$ cat src/rtl/game_pkg.sv
// rtl/game_pkg.sv - shared display codes and state encoding for the game blocks
// Purpose: constants reused by every game block that drives the 7-segment value.
// Ports: none (package).
package game_pkg;

  // Display codes shown on the value output instead of a number
  localparam logic [3:0] CODE_OK    = 4'd10;
  localparam logic [3:0] CODE_WRONG = 4'd11;
  localparam logic [3:0] CODE_TIE   = 4'd12;
  localparam logic [3:0] CODE_OVER  = 4'd13;

  // Game FSM state encoding
  localparam logic [1:0] ST_INIT  = 2'd0;
  localparam logic [1:0] ST_CHECK = 2'd1;
  localparam logic [1:0] ST_SHOW  = 2'd2;
  localparam logic [1:0] ST_OVER  = 2'd3;

endpackage

$ cat src/rtl/game_higher_lower_scored_if.sv
// rtl/game_higher_lower_scored_if.sv - player/display bus of the higher/lower game
// Purpose: groups the random source, the buttons and the scored display outputs.
// Ports (signals): rnd, btn_higher, btn_lower, btn_restart (to game);
//   value, score, high_score, lives, game_over, result_valid (from game).
// Modports: master = stimulus/upstream side, slave = the game block.
interface game_higher_lower_scored_if #(
  parameter int WIDTH   = 4,
  parameter int SCORE_W = 8
);
  logic [WIDTH-1:0]   rnd;
  logic               btn_higher;
  logic               btn_lower;
  logic               btn_restart;
  logic [WIDTH-1:0]   value;
  logic [SCORE_W-1:0] score;
  logic [SCORE_W-1:0] high_score;
  logic [2:0]         lives;
  logic               game_over;
  logic               result_valid;

  modport master (
    output rnd, btn_higher, btn_lower, btn_restart,
    input  value, score, high_score, lives, game_over, result_valid
  );

  modport slave (
    input  rnd, btn_higher, btn_lower, btn_restart,
    output value, score, high_score, lives, game_over, result_valid
  );
endinterface

$ cat src/rtl/btn_edge.sv
// rtl/btn_edge.sv - registered rising-edge detector for one debounced button
// Purpose: one-cycle press pulse on each 0->1 transition; a held button never retriggers.
// Ports: clk, rst_n (async active-low), btn_i (level), press_o (pulse).
module btn_edge (
  input  logic clk,
  input  logic rst_n,
  input  logic btn_i,
  output logic press_o
);
  logic btn_q;

  always_ff @(posedge clk or negedge rst_n) begin
    if (!rst_n) btn_q <= 1'b0;
    else        btn_q <= btn_i;
  end

  assign press_o = btn_i & ~btn_q;
endmodule

$ cat src/rtl/game_higher_lower_scored.sv
// rtl/game_higher_lower_scored.sv - scored higher/lower guessing game FSM
// Purpose: shows a number, judges a higher/lower guess against the next random number,
//   flashes ok/wrong/tie for DELAY_TIME cycles, tracks score, high score and lives.
// Ports: clk, reset_n (async active-low), bus (slave modport: rnd and buttons in;
//   value, score, high_score, lives, game_over, result_valid out).
module game_higher_lower_scored
  import game_pkg::*;
#(
  parameter int WIDTH      = 4,
  parameter int MAX_VALUE  = 9,
  parameter int DELAY_TIME = 10_000_000,
  parameter int LIVES      = 3,
  parameter int SCORE_W    = 8
) (
  input  logic                        clk,
  input  logic                        reset_n,
  game_higher_lower_scored_if.slave   bus
);
  localparam int CW = $clog2(DELAY_TIME + 1);

  localparam logic [WIDTH-1:0] MAXV       = WIDTH'(MAX_VALUE);
  localparam logic [WIDTH-1:0] MAXV_P1    = WIDTH'(MAX_VALUE + 1);
  localparam logic [WIDTH-1:0] V_OK       = WIDTH'(CODE_OK);
  localparam logic [WIDTH-1:0] V_WRONG    = WIDTH'(CODE_WRONG);
  localparam logic [WIDTH-1:0] V_TIE      = WIDTH'(CODE_TIE);
  localparam logic [WIDTH-1:0] V_OVER     = WIDTH'(CODE_OVER);
  localparam logic [2:0]       LIVES_INIT = 3'(LIVES);
  localparam logic [CW-1:0]    CNT_LAST   = CW'(DELAY_TIME - 1);

  logic press_higher, press_lower, press_restart;

  btn_edge u_edge_higher  (.clk(clk), .rst_n(reset_n), .btn_i(bus.btn_higher),  .press_o(press_higher));
  btn_edge u_edge_lower   (.clk(clk), .rst_n(reset_n), .btn_i(bus.btn_lower),   .press_o(press_lower));
  btn_edge u_edge_restart (.clk(clk), .rst_n(reset_n), .btn_i(bus.btn_restart), .press_o(press_restart));

  logic [1:0]         state_q, state_d;
  logic [WIDTH-1:0]   cur_q, cur_d;
  logic [WIDTH-1:0]   nxt_q, nxt_d;
  logic [WIDTH-1:0]   value_q, value_d;
  logic [SCORE_W-1:0] score_q, score_d;
  logic [SCORE_W-1:0] high_q, high_d;
  logic [2:0]         lives_q, lives_d;
  logic [CW-1:0]      cnt_q, cnt_d;
  logic               rv_q, rv_d;
  logic [WIDTH-1:0]   r;

  // Fold the raw random number into the playable range 0..MAX_VALUE
  assign r = (bus.rnd > MAXV) ? bus.rnd - MAXV_P1 : bus.rnd;

  always_comb begin
    state_d = state_q;
    cur_d   = cur_q;
    nxt_d   = nxt_q;
    value_d = value_q;
    score_d = score_q;
    high_d  = high_q;
    lives_d = lives_q;
    cnt_d   = cnt_q;
    rv_d    = 1'b0;

    // Restart beats any guess and drops a pending SHOW result
    if (press_restart) begin
      state_d = ST_INIT;
    end else begin
      case (state_q)
        ST_INIT: begin
          cur_d   = r;
          value_d = r;
          score_d = '0;
          lives_d = LIVES_INIT;
          state_d = ST_CHECK;
        end
        ST_CHECK: begin
          // Both buttons in the same cycle is ambiguous and ignored
          if (press_higher ^ press_lower) begin
            nxt_d   = r;
            rv_d    = 1'b1;
            cnt_d   = '0;
            state_d = ST_SHOW;
            if (r == cur_q) begin
              value_d = V_TIE;
            end else if ((press_higher && (r > cur_q)) || (press_lower && (r < cur_q))) begin
              value_d = V_OK;
              if (score_q != '1) score_d = score_q + SCORE_W'(1);
            end else begin
              value_d = V_WRONG;
              lives_d = lives_q - 3'd1;
            end
          end
        end
        ST_SHOW: begin
          if (cnt_q == CNT_LAST) begin
            if (lives_q == 3'd0) begin
              state_d = ST_OVER;
              value_d = V_OVER;
              if (score_q > high_q) high_d = score_q;
            end else begin
              // Continue from the number that was judged, not the live rnd
              cur_d   = nxt_q;
              value_d = nxt_q;
              state_d = ST_CHECK;
            end
          end else begin
            cnt_d = cnt_q + CW'(1);
          end
        end
        default: begin
          value_d = V_OVER;
        end
      endcase
    end
  end

  always_ff @(posedge clk or negedge reset_n) begin
    if (!reset_n) begin
      state_q <= ST_INIT;
      cur_q   <= '0;
      nxt_q   <= '0;
      value_q <= '0;
      score_q <= '0;
      high_q  <= '0;
      lives_q <= LIVES_INIT;
      cnt_q   <= '0;
      rv_q    <= 1'b0;
    end else begin
      state_q <= state_d;
      cur_q   <= cur_d;
      nxt_q   <= nxt_d;
      value_q <= value_d;
      score_q <= score_d;
      high_q  <= high_d;
      lives_q <= lives_d;
      cnt_q   <= cnt_d;
      rv_q    <= rv_d;
    end
  end

  assign bus.value        = value_q;
  assign bus.score        = score_q;
  assign bus.high_score   = high_q;
  assign bus.lives        = lives_q;
  assign bus.game_over    = (state_q == ST_OVER);
  assign bus.result_valid = rv_q;
endmodule

$ cat src/flat_wrapper.sv
// flat-port wrapper written by rule: the top's interface ports become plain ports
module game_higher_lower_scored_flat import game_pkg::*;
#(
  parameter int WIDTH      = 4,
  parameter int MAX_VALUE  = 9,
  parameter int DELAY_TIME = 10_000_000,
  parameter int LIVES      = 3,
  parameter int SCORE_W    = 8
)
  (clk, reset_n, bus_rnd, bus_btn_higher, bus_btn_lower, bus_btn_restart, bus_value, bus_score, bus_high_score, bus_lives, bus_game_over, bus_result_valid);
  game_higher_lower_scored_if #(.WIDTH(WIDTH), .SCORE_W(SCORE_W)) bus_i ();
  input  logic clk;
  input  logic reset_n;
  input wire logic [$bits(bus_i.rnd)-1:0] bus_rnd;
  input wire logic [$bits(bus_i.btn_higher)-1:0] bus_btn_higher;
  input wire logic [$bits(bus_i.btn_lower)-1:0] bus_btn_lower;
  input wire logic [$bits(bus_i.btn_restart)-1:0] bus_btn_restart;
  output wire logic [$bits(bus_i.value)-1:0] bus_value;
  output wire logic [$bits(bus_i.score)-1:0] bus_score;
  output wire logic [$bits(bus_i.high_score)-1:0] bus_high_score;
  output wire logic [$bits(bus_i.lives)-1:0] bus_lives;
  output wire logic [$bits(bus_i.game_over)-1:0] bus_game_over;
  output wire logic [$bits(bus_i.result_valid)-1:0] bus_result_valid;
  assign bus_i.rnd = bus_rnd;
  assign bus_i.btn_higher = bus_btn_higher;
  assign bus_i.btn_lower = bus_btn_lower;
  assign bus_i.btn_restart = bus_btn_restart;
  assign bus_value = bus_i.value;
  assign bus_score = bus_i.score;
  assign bus_high_score = bus_i.high_score;
  assign bus_lives = bus_i.lives;
  assign bus_game_over = bus_i.game_over;
  assign bus_result_valid = bus_i.result_valid;
  game_higher_lower_scored #(.WIDTH(WIDTH), .MAX_VALUE(MAX_VALUE), .DELAY_TIME(DELAY_TIME), .LIVES(LIVES), .SCORE_W(SCORE_W)) u_core (.clk(clk), .reset_n(reset_n), .bus(bus_i));
endmodule
$ cat config.mk
export PLATFORM = sky130hd
export DESIGN_NAME = game_higher_lower_scored_flat
export DESIGN_NICKNAME = d
export VERILOG_FILES = /design/src/rtl/game_pkg.sv /design/src/rtl/game_higher_lower_scored_if.sv /design/src/rtl/btn_edge.sv /design/src/rtl/game_higher_lower_scored.sv /design/src/flat_wrapper.sv
export SDC_FILE = /design/constraint.sdc
export NUM_CORES = 1
export LEC_CHECK = 0
export ABC_AREA = 1
export CORE_MARGIN = 8
export CORE_UTILIZATION = 50
export CTS_BUF_LIST = sky130_fd_sc_hd__clkbuf_16
export DETAILED_ROUTE_END_ITERATION = 7
export MAX_ROUTING_LAYER = met4
export PLACE_DENSITY = 0.7
export SLEW_MARGIN = 30
export SYNTH_ARGS = -nofsm -noshare
export SYNTH_HDL_FRONTEND = slang
export SYNTH_SLANG_ARGS = --single-unit
$ cat constraint.sdc
create_clock -name clk -period 2.5 [get_ports clk]
set_clock_uncertainty 0.15 [all_clocks]
set_input_delay 0.75 -clock clk [delete_from_list [all_inputs] [get_ports clk]]
set_output_delay 0.75 -clock clk [all_outputs]
set_load 0.02 [all_outputs]
==> results_dict.tcl <==
set metrics [dict create \
    max_slew_margin 0.625 \
    place_area_mm2 0.00480 \
    die_h_um 107 \
    path_cells "clkdlybuf4s15_1 -> or2_2 -> and3_4 -> ha_4 -> nand2_4 -> nor2_4 -> nand2_2 -> o21ai_2 -> nor2_2 -> buf_6 -> buf_4 -> nand3_1 -> nand2_1" \
    worst_pin_slew_ns 0.563 \
    grt_pass1_wl_um 18200 \
    grt_max_degree 62 \
    ys_types 34 \
    setup_violations 0 \
    finalCritPeriodShare 0.973 \
    yosys.area_share.simple 0.418 \
    hold_viol 0 \
    vias_per_cell 5.12 \
    final_area_mm2 0.00528 \
    ctsHoldBuffers 0 \
    ir_drop_uv 653 \
    crit_fanout 3 \
    total_power_mw 4.44 \
    worstRegToRegCells 8 \
    period_minus_slack_ns 2.43 \
    cellLeakagePower_nw 2.54 \
    r2r-end "u_core.bus.value[1]$_DFFE_PN0P_" \
    synth_top_cell_by_area "dfrtp_1" \
    synthMuxAreaShare 0 \
    hold_class "in2async" \
    critPathLaunchType "primary input" \
    routed_wl_um 10700 \
    routedWlPerCell_um 13.5 \
    numPortBuffers 33 \
    drc 0 \
    cp_data_arrival_time_ns 2.49 \
    critical_path_class "in2reg" \
    h-tree-depth 3 \
    first_iter_violations 178 \
    synth_compound_area_frac 0.0406 \
    pre_cts_slack_ns -0.785 \
    setup_ws_ns 0.0687 \
    ys_seq_area_frac 0.368 \
    worstPathRequired_ns 2.56 \
    synth_top_area_frac 0.355 \
    nFillCells 719 \
    synthCells 619 \
    power.density_mw_per_mm2 842 \
    final_net_count 715 \
    clk_pin_slew_ns 0.06 \
    ys_warn_count 0 \
    synthToLayoutAreaGrowth_pct 26.9 \
    root_buffer "clkbuf_16" \
    synth_top_family_by_area "simple AND/OR/NAND/NOR gates" \
    syn-num-nets 650 \
    r2r_start "u_core.state_q[1]$_DFFE_PN0P_" \
    grt-ovfl-total 0 \
    coreArea_mm2 0.00813 \
    cts_sinks 61 \
    gp_congestion 0.979 \
    cts_tree "yes" \
    synth.avg_cell_area_um2 6.71 \
    ios 34 \
    syn_area_mm2 0.00416 \
    grt.total_usage 0.198 \
    die_area_mm2 0.0115 \
    cpPeakStageDelay_ns 0.29 \
    reg2reg_setup_slack_ns 0.31 \
    synthTopCellsByArea "dfrtp_1, nand2_1, nand3_1" \
    max_freq_mhz 411 \
    ant_nets 0 \
    synth-adder-area-share 0.0662 \
    crit_path_top_delay_cell "or2_2" \
    start_util 0.511 \
    status "finished clean" \
    dr.pass1.iters 4 \
    dieWidth_um 107 \
    place_hpwl_um 7690 \
    antenna_cells 0 \
    maxCapViolCount 0 \
    drive_gt1_frac 0.146 \
    drv_slew 0 \
    clk_path_buf_depth 2 \
    antenna_found_initial 0 \
    clk_latency_ns 0.33 \
    num_rows 33 \
    synth_xor_area_frac 0.0274 \
    first_global_vias 3976 \
    route.vias.total 4057 \
    ys_ff_latch 61 \
    end_kind "register" \
    cts_inserted_buffers 9 \
]
## cell usage in the layout (no fill, tap or decap), drive strengths merged, types with 2 or more instances in the layout
master,instances
clkinv,5
nor3,2
ha,22
nand3,71
xor2,8
clkdlybuf4s50,28
nor3b,3
xnor2,5
nand4,6
dfstp,2
nand2,239
dfrtp,59
clkbuf,11
inv,65
o21ai,18
a21oi,9
buf,35
nor2,89
## worst max path at each step
stage | start | endpoint | slack (ns) | cells past startpoint
finish | bus_rnd[3] | u_core.bus.score[2]$_DFFE_PN0P_ | 0.07 | 13
detailed placement | bus_rnd[1] | u_core.bus.score[7]$_DFFE_PN0P_ | -0.79 | 16
CTS | bus_rnd[1] | u_core.bus.score[2]$_DFFE_PN0P_ | 0.002 | 16
global route | bus_rnd[3] | u_core.bus.score[7]$_DFFE_PN0P_ | -0.02 | 13
floorplan | bus_rnd[2] | u_core.bus.lives[0]$_DFFE_PN1P_ | 0.0005 | 14
global placement | bus_rnd[1] | u_core.bus.score[7]$_DFFE_PN0P_ | -0.68 | 16
## synthesized netlist by cell type
| cell type | number |
|---|---|
| nor2_2 | 3 |
| or2_2 | 1 |
| buf_4 | 3 |
| o211ai_1 | 1 |
| dfstp_2 | 2 |
| o21ai_0 | 16 |
| nor4_1 | 1 |
| nor2_4 | 1 |
| xor2_1 | 8 |
| nor3_1 | 2 |
| a21oi_1 | 8 |
| and3_1 | 1 |
| buf_2 | 3 |
| clkbuf_1 | 4 |
| xnor2_1 | 5 |
| a21oi_2 | 1 |
| nand3_4 | 2 |
| ha_1 | 22 |
| nand2_2 | 6 |
| o21ai_1 | 2 |
| nor3b_1 | 2 |
| buf_6 | 3 |
| inv_2 | 3 |
| dfrtp_1 | 59 |
| inv_1 | 60 |
| nor3b_2 | 1 |
| a21boi_0 | 1 |
| nand4_1 | 6 |
| a211oi_1 | 1 |
| nand2_1 | 233 |
| clkinv_1 | 3 |
| nor2_1 | 85 |
| nand3_1 | 69 |
| o21bai_1 | 1 |
## flip-flops by register name, indices dropped and copies added (netlist names)
name and flops:
u_core.u_edge_higher.btn_q 1, u_core.cnt_q 24, u_core.cur_q 4, u_core.u_edge_lower.btn_q 1
u_core.bus.lives 3, u_core.bus.high_score 8, u_core.bus.value 4, u_core.state_q 2
u_core.u_edge_restart.btn_q 1, u_core.bus.score 8, u_core.bus.result_valid 1, u_core.nxt_q 4
## layout make-up
type                            instances  area (µm²)  share of cell area
Sequential cell                        61        1530               0.290
Clock buffer                            9         225              0.0427
Inverter                               66         248              0.0470
Timing Repair Buffer                   67         639               0.121
Clock inverter                          5        46.3             0.00878
Tap cell                              105         131              0.0249
Multi-Input combinational cell        479        2460               0.466
## worst max-delay path, delay by kind of cell
kind                       cells  cell delay (ns)
AOI/OAI and AO/OA              1             0.09
adders and majority gates      1             0.28
buffers and inverters          3             0.45
and+or+nand+nor                8             0.91
## per-layer routing
layer	GRT usage	up-vias	wire [µm]
met5	-	-	0
met4	0.0734	0	230
met3	0.0420	26	447
met2	0.320	94	5180
met1	0.239	1866	4840
li1	-	2071	-
## timing repair
item / CTS / global route
resized for setup: 25 / 24
setup buffers: 4 / 3
pin swaps: 5 / 9
cloned: 0 / 0
endpoints found under the setup margin: 15 / 12
## cell families (layout without fill, tap and decap cells)
logic type,Yosys count,in the layout
simple gates,413,413
buf+inv,79,147
fa+ha+maj,22,22
compound gates,31,31
flops,61,61
xor+xnor,13,13
## stage by stage
stage | TNS [ns] | utilization | hold slack [ns] | instances
6_report | 0 | 0.649 | 0.275 | 792
2_1_floorplan | 0 | - | 0.292 | 619
3_5_place_dp | -10.21 | 0.591 | 0.315 | 772
5_1_grt | -0.0575 | 0.649 | 0.295 | 792
4_1_cts | 0 | 0.638 | 0.281 | 789
3_3_place_gp | -8.63 | 0.591 | 0.315 | 772
## power breakdown
group / total [mW] / switching, mW / internal (mW)
Combinational: 1.97 / 1.18 / 0.786
Clock: 1.17 / 0.419 / 0.746
Sequential: 1.31 / 0.143 / 1.16
Total: 4.44 / 1.74 / 2.70
(Power assumes the default switching activity.)
